<file path="src/rtl/feed_gen.sv">
`default_nettype none
// ============================================================================
// Module      : feed_gen
// Description : Input-vector generator for tree parity machines. A 13-bit
//               Fibonacci LFSR (x^13+x^4+x^3+x+1) is shifted out MSB-first,
//               one bit per cycle, into a K*N-bit vector. The vector is then
//               presented to a consumer under a req/ack handshake.
// Revision    : 1.0 - initial release
// ============================================================================
module feed_gen #(
  parameter int K      = 2,
  parameter int N      = 3,
  parameter int LFSR_W = 13
) (
  input  logic             clk,
  input  logic             rst,
  input  logic [2:0]       seed_no,
  input  logic             seed_load,
  input  logic             req,
  input  logic             ack,
  output logic [K*N-1:0]   feed,
  output logic             feed_valid,
  output logic             busy,
  output logic [31:0]      vec_count
);

  localparam int FEED_W = K * N;
  localparam int CNT_W  = (FEED_W > 1) ? $clog2(FEED_W) : 1;
  localparam logic [CNT_W-1:0]  C_CNT_LAST = CNT_W'(FEED_W - 1);
  localparam logic [LFSR_W-1:0] C_RESET_SEED = LFSR_W'(13'h1ACE);

  typedef enum logic [1:0] {
    IDLE  = 2'd0,
    SHIFT = 2'd1,
    VALID = 2'd2
  } state_t;

  state_t              state_q, state_d;
  logic [LFSR_W-1:0]   lfsr_q, lfsr_d;
  logic [FEED_W-1:0]   feed_q, feed_d;
  logic [CNT_W-1:0]    cnt_q, cnt_d;
  logic [31:0]         vec_count_q, vec_count_d;

  logic [LFSR_W-1:0]   w_seed_raw;
  logic [LFSR_W-1:0]   w_seed_val;
  logic                w_fb;
  logic [LFSR_W-1:0]   w_lfsr_next;

  // Seed table lookup; a zero seed would lock the LFSR, so it is replaced by 1
  always_comb begin
    w_seed_raw = '0;
    case (seed_no)
      3'd0:    w_seed_raw = LFSR_W'(13'h1ACE);
      3'd1:    w_seed_raw = LFSR_W'(13'h0BEE);
      3'd2:    w_seed_raw = LFSR_W'(13'h1234);
      3'd3:    w_seed_raw = LFSR_W'(13'h0F0F);
      3'd4:    w_seed_raw = LFSR_W'(13'h1555);
      3'd5:    w_seed_raw = LFSR_W'(13'h0AAA);
      3'd6:    w_seed_raw = LFSR_W'(13'h1C3A);
      default: w_seed_raw = LFSR_W'(13'h0000);
    endcase
    w_seed_val = (w_seed_raw == '0) ? LFSR_W'(1) : w_seed_raw;
  end

  // One Fibonacci LFSR step: taps at 12, 3, 2, 0, shift toward the MSB
  always_comb begin
    w_fb        = lfsr_q[LFSR_W-1] ^ lfsr_q[3] ^ lfsr_q[2] ^ lfsr_q[0];
    w_lfsr_next = {lfsr_q[LFSR_W-2:0], w_fb};
  end

  // Next-state and datapath update; seed_load overrides every state
  always_comb begin
    state_d     = state_q;
    lfsr_d      = lfsr_q;
    feed_d      = feed_q;
    cnt_d       = cnt_q;
    vec_count_d = vec_count_q;

    if (seed_load) begin
      lfsr_d      = w_seed_val;
      feed_d      = '0;
      vec_count_d = '0;
      cnt_d       = '0;
      state_d     = IDLE;
    end else begin
      case (state_q)
        IDLE: begin
          if (req) begin
            state_d = SHIFT;
            cnt_d   = '0;
          end
        end
        SHIFT: begin
          // Capture the pre-step MSB, then advance the generator
          feed_d = (feed_q << 1) | FEED_W'(lfsr_q[LFSR_W-1]);
          lfsr_d = w_lfsr_next;
          cnt_d  = cnt_q + CNT_W'(1);
          if (cnt_q == C_CNT_LAST) begin
            state_d = VALID;
          end
        end
        VALID: begin
          if (ack) begin
            vec_count_d = vec_count_q + 32'd1;
            cnt_d       = '0;
            // A pending req starts the next vector without passing IDLE
            state_d     = req ? SHIFT : IDLE;
          end
        end
        default: begin
          state_d = IDLE;
          cnt_d   = '0;
        end
      endcase
    end
  end

  // State registers with asynchronous active-low reset
  always_ff @(posedge clk or negedge rst) begin
    if (!rst) begin
      state_q     <= IDLE;
      lfsr_q      <= C_RESET_SEED;
      feed_q      <= '0;
      cnt_q       <= '0;
      vec_count_q <= '0;
    end else begin
      state_q     <= state_d;
      lfsr_q      <= lfsr_d;
      feed_q      <= feed_d;
      cnt_q       <= cnt_d;
      vec_count_q <= vec_count_d;
    end
  end

  assign feed       = feed_q;
  assign feed_valid = (state_q == VALID);
  assign busy       = (state_q == SHIFT);
  assign vec_count  = vec_count_q;

endmodule
`default_nettype wire

</file>
<file path="config.mk">
export PLATFORM = sky130hd
export DESIGN_NAME = feed_gen
export DESIGN_NICKNAME = d
export VERILOG_FILES = /design/src/rtl/feed_gen.sv
export SDC_FILE = /design/constraint.sdc
export NUM_CORES = 1
export LEC_CHECK = 0
export ABC_AREA = 1
export CORE_UTILIZATION = 40
export DETAILED_ROUTE_END_ITERATION = 10
export GPL_TIMING_DRIVEN = 0
export SLEW_MARGIN = 25
export SYNTH_ARGS = -nofsm -noshare
export SYNTH_HDL_FRONTEND = slang
export SYNTH_SLANG_ARGS = --single-unit
</file>
<file path="constraint.sdc">
create_clock -name clk -period 3.1 [get_ports clk]
set_input_delay 0.93 -clock clk [delete_from_list [all_inputs] [get_ports clk]]
set_output_delay 0.93 -clock clk [all_outputs]
set_load 0.05 [all_outputs]
</file>
==> results of run 1 <==
-- per-layer routing --
layer  GRT usage, %  wire, microns
met1           24.6           3520
met2           31.9           3540
met3           3.62            240
met4           5.24             85
met5              0              0
-- worst max-delay path, stage by stage, from the launching register on --
cell             delay (ns)
dfrtp_1                0.46
nor2_4                 0.21
clkdlybuf4s50_1        0.83
-- stage by stage --
step | instances | TNS [ns] | hold WS, ns | cell area (sq um) | utilization [%]
floorplan | 402 | 0 | 0.453 | 3130 | -
global placement | 546 | -37.04 | 0.481 | 3700 | 50.0
detailed placement | 547 | 0 | 0.485 | 3720 | 50.2
CTS | 555 | 0 | 0.471 | 3810 | 51.5
global route | 555 | 0 | 0.478 | 3810 | 51.5
finish | 555 | 0 | 0.464 | 3810 | 51.5
-- cells in the mapped netlist, types with 2 or more instances --
library cell	number
ha_1	3
nand4_1	5
inv_1	41
nor3_1	7
nor3b_1	3
nor2_4	6
a31oi_1	3
and2_1	2
inv_2	5
buf_2	5
nor2_2	7
a21oi_1	23
nand3_2	2
o21ai_0	24
dfrtp_1	48
clkbuf_1	2
dfstp_2	8
nand3_1	22
xnor2_1	4
nand3_4	3
nand2_1	90
o22ai_1	6
o211ai_1	6
nor2_1	64
-- registers in the layout, indices dropped and copies added, names as in the netlist --
signal / flops
state_q: 2
lfsr_q: 13
vec_count: 32
feed: 6
cnt_q: 3
-- kinds of logic (layout without fill, tap and decap cells) --
logic type / after synthesis / in the layout / synth area share [%]
simple gates: 215 / 215 / 33.0
compound gates: 69 / 69 / 12.7
flops: 56 / 56 / 45.1
buf+inv: 54 / 108 / 6.67
xor+xnor: 5 / 5 / 1.40
fa+ha+maj: 3 / 3 / 1.20
-- final timing paths --
kind,start,to,slack [ns]
min in group clk,feed[5],feed[5],0.50
worst min-delay path,rst,vec_count[3],0.46
worst max register to register,vec_count[0],vec_count[12],1.44
max in group asynchronous,rst,lfsr_q[2],2.08
worst min register to register,feed[5],feed[5],0.50
worst max-delay path,state_q[1],busy,0.36
-- cell type report --
type,count,area [sq um]
fill,727,3600
clock buffer,8,90.1
buffer,8,36.3
multi-input combinational,292,1510
inverter,46,173
timing repair buffer,46,468
tap,99,124
sequential,56,1410
-- cells in the final DEF (no fill, tap or decap), drive strengths merged, types with 2 or more instances in the layout --
cell           synthesis  layout
ha                     3       3
o211ai                 7       7
o21ai                 24      24
a31oi                  3       3
clkbuf                 2      10
nor3b                  3       3
nand3                 27      27
a21oi                 23      23
clkdlybuf4s50          0      44
inv                   46      46
dfstp                  8       8
nor3                   7       7
dfrtp                 48      48
and2                   2       2
nor2                  78      78
nand4                  5       5
buf                    6       8
xnor2                  4       4
nand2                 92      92
o22ai                  6       6
-- power by group through the flow --
| stage | clock network (uW) | registers, uW | logic [uW] |
|---|---|---|---|
| 5_1_grt | 460 | 840 | 315 |
| 3_5_place_dp | 0 | 845 | 285 |
| 3_3_place_gp | 0 | 844 | 279 |
| 4_1_cts | 434 | 832 | 285 |
| 6_report | 423 | 832 | 281 |
| 2_1_floorplan | 0 | 853 | 186 |
==> results.yml, run 1 <==
status:
  status: "completed"
timing:
  fin_ws_ns: 0.364
  setup_viol_count_final: 0
  post-route-period-util_pct: 88.3
  period_minus_slack_ns: 2.74
  rsz0062_at_grt: "no"
  slew_viol_final: 0
  fin_worst_skew_ns: 0.0136
  slew-limit-headroom_pct: 65.8
  max_freq_ghz: 0.366
  hold_viol_final: 0
  tightest_slew_ns: 0.513
power_and_ir_drop:
  p_clk_share_pct: 27.6
  ir_worst_vdd_v: 0.000195
  combinationalPowerShare_pct: 18.3
  leakage_uw: 0.00158
  swShare_pct: 29.5
  p_int_uw: 1080
  p_per_area_nw_per_um2: 403
  p_sw_uw: 454
  p_seq_share_pct: 54.1
  total_power_uw: 1540
finish:
  syn_to_final_growth_pct: 21.8
  layout-drive-gt1-share_pct: 10.5
  antenna_cells: 0
  layout.nets: 466
global_route:
  grt_pass1_vias: 2571
  antenna_found_initial: 0
  overflow: 0
  grt_max_degree: 41
  grt_pass1_wl_microns: 12500
  grt_use_total_pct: 18.9
route:
  vias: 2780
  drt-wirelength-per-cell_microns: 13.3
  viasPerCell: 5.01
  first_iter_violations: 120
  drt_wl_total_microns: 7380
  dr.pass1.iters: 5
  drtAntennaViolNets: 0
  drc: 0
setup_path:
  arrival_ns: 1.81
  crit_type: "register to primary output"
  start_kind: "register"
  ff2ff_path_depth: 6
  cp_max_fo: 4
  crit_path_end_kind: "primary output"
  crit_required_ns: 2.17
placed_design:
  place_ws_ns: 0.648
  portBuffers: 45
  gp_congestion: 0.852
  hpwl_microns: 5590
clock_tree:
  clockBufferDepth: 2
  cts.clk_slew.worst_paths_ns: 0.10
  ctsResizeCount: 0
  cts_setup_buffers: 0
  clockRootBuffer: "clkbuf_8"
  cts_num_sinks: 56
  cts_hold_buffers: 0
  clk-insertion-delay-late_ns: 0.31
  htreeDepth: 2
  cts_tree: "done"
  cts_made_buffers: 5
floorplan:
  fp.coreArea_sq_um: 7410
  rows: 31
  start_util_pct: 42.3
  die_w_microns: 90.5
  die_y_microns: 90.5
  dieArea_sq_um: 8180
  io_pins: 48
synth:
  syn_avg_cell_area_sq_um: 7.79
  synth_top_area_share_pct: 38.4
  syn_area_sq_um: 3130
  synth_flop_cell: "dfrtp_1"
  synth_async_sr_flop_share_pct: 100
  synth_cells: 402
  yosysSeqAreaShare_pct: 45.1
  ys_top_cells_by_area: "dfrtp_1, nand2_1, nor2_1, dfstp_2, inv_1"
  ys_seq_elements: 56
  synth_edf_count: 0
  yosys.area.top_type: "dfrtp_1"
  synth_cell_type_count: 37
  syn_nets: 413
  yosysWarnings: 0
flow_run:
  max-cap-violations: 0
min_path:
  min_path_type: "input pin to async pin"
(Power assumes the default switching activity.)
==> run 2, diff against run 1 <==
- HOLD_SLACK_MARGIN: unset -> 0.12
==> results of run 2 <==
No change in the layout: final DEF, timing and power equal those of run 1.
==> run 3, diff against run 2 <==
- PLACE_DENSITY: unset -> 0.71
==> run 3 against run 2 <==
Net effect: maximum frequency decreased by 1.1%; highest routed layer unchanged; die area unchanged; core utilization rose by 0.42 points.
==> results.yml, run 3 (same netlist as run 1, synthesis figures left out) <==
status:
  status: "completed"
finish:
  layout_commonest_cell: "nand2_1"
  nFillCells: 690
  instances_no_fill: 555
  final_cell_mix: "nand2_1, nor2_1, dfrtp_1, clkdlybuf4s50_1, inv_1"
  multi_input_area_sq_um: 1510
  antenna_cells: 0
  layout-drive-gt1-share_pct: 11.0
  layout.nets: 466
  regArea_sq_um: 1410
  syn_to_final_growth_pct: 22.8
  largest_reg_flops: 32
route:
  drc: 0
  viasPerCell: 5.01
  vias: 2778
  dr.pass1.iters: 4
  drt_wl_total_microns: 7050
  drtAntennaViolNets: 0
  drt-wirelength-per-cell_microns: 12.7
  first_iter_violations: 161
floorplan:
  io_pins: 48
  fp.coreArea_sq_um: 7410
  die_w_microns: 90.5
  dieArea_sq_um: 8180
  start_util_pct: 42.3
  die_y_microns: 90.5
  rows: 31
clock_tree:
  cts_hold_buffers: 0
  clockRootBuffer: "clkbuf_8"
  cts.clk_slew.worst_paths_ns: 0.10
  cts_num_sinks: 56
  cts_setup_buffers: 0
  clk-insertion-delay-late_ns: 0.32
  ctsResizeCount: 0
  cts_tree: "done"
  clockBufferDepth: 2
  htreeDepth: 2
  cts_made_buffers: 5
timing:
  fin_worst_skew_ns: 0.00899
  max_freq_ghz: 0.362
  slew_viol_final: 0
  post-route-period-util_pct: 89.2
  finalSetupTns_ns: 0
  tightest_slew_ns: 0.502
  slew-limit-headroom_pct: 66.4
  hold_viol_final: 0
  period_minus_slack_ns: 2.77
  rsz0062_at_grt: "no"
  setup_viol_count_final: 0
setup_path:
  start_kind: "register"
  cp_max_fo: 3
  crit_required_ns: 2.17
  crit_type: "register to primary output"
  arrival_ns: 1.84
  crit_path_end_kind: "primary output"
  reg2reg_slack_ns: 1.51
power_and_ir_drop:
  ir_worst_vdd_v: 0.000265
  p_per_area_nw_per_um2: 422
  leakage_uw: 0.00159
  total_power_uw: 1620
global_route:
  grt_pass1_wl_microns: 12400
  grt_pass1_vias: 2694
  antenna_found_initial: 0
  grt_use_total_pct: 18.9
  overflow: 0
  grt_max_degree: 31
placed_design:
  place_inst: 547
  gp_congestion: 0.828
  hpwl_microns: 5330
  portBuffers: 45
flow_run:
  max-cap-violations: 0
min_path:
  min_path_type: "input pin to async pin"
## run 3: changes by cell type in the layout (fill, tap and decap cells not counted)
| cell | change |
|---|---|
| bufinv_16 | +1 |
| clkbuf_1 | -2 |
| clkinv_4 | +1 |
## run 3: critical path: stages (launching register included)
cell             delay (ns)
dfrtp_1                0.39
inv_1                  0.17
nand2_1                0.08
inv_1                  0.08
clkdlybuf4s50_1        0.80
## run 3: cell type report
class	count	share of cell area, %
clock inverters	2	1.01
clock buffers	6	2.15
multi-input cells	292	39.3
well taps	99	3.22
inverters	46	4.49
flip-flops and latches	56	36.7
plain buffers	8	0.944
repair buffers	46	12.2
## run 3: path summary, 6_finish.rpt
kind,startpoint,end,depth (start not counted)
setup / recovery,state_q[0],feed_valid,4
hold / removal,rst,vec_count[9],1
setup reg to reg,vec_count[1],vec_count[24],8
hold reg to reg,lfsr_q[11],lfsr_q[11],2
max in group asynchronous,rst,lfsr_q[1],2
min in group clk,lfsr_q[11],lfsr_q[11],2
## run 3: where the power goes
group          internal (uW)  total, uW  switching (uW)
Clock                    264        510             245
Combinational           99.1        280             181
Sequential               800        832            32.0
## run 3: through the flow
| step | util, % | area [sq um] | setup WS [ns] | hold slack, ns |
|---|---|---|---|---|
| floorplan | - | 3130 | 1.23 | 0.453 |
| global placement | 50.0 | 3700 | -0.683 | 0.473 |
| detailed placement | 50.2 | 3720 | 0.668 | 0.493 |
| CTS | 51.9 | 3840 | 0.319 | 0.511 |
| global route | 51.9 | 3840 | 0.250 | 0.527 |
| finish | 51.9 | 3840 | 0.334 | 0.507 |
## run 3: routing by layer
metal / part of all wire (%) / GRT usage, % / up-vias
met1: 46 / 23.5 / 1294
met2: 49 / 32.1 / 56
li1: - / - / 1415
met3: 3.4 / 3.11 / 13
met5: 0 / 0 / -
met4: 1.8 / 8.06 / 0
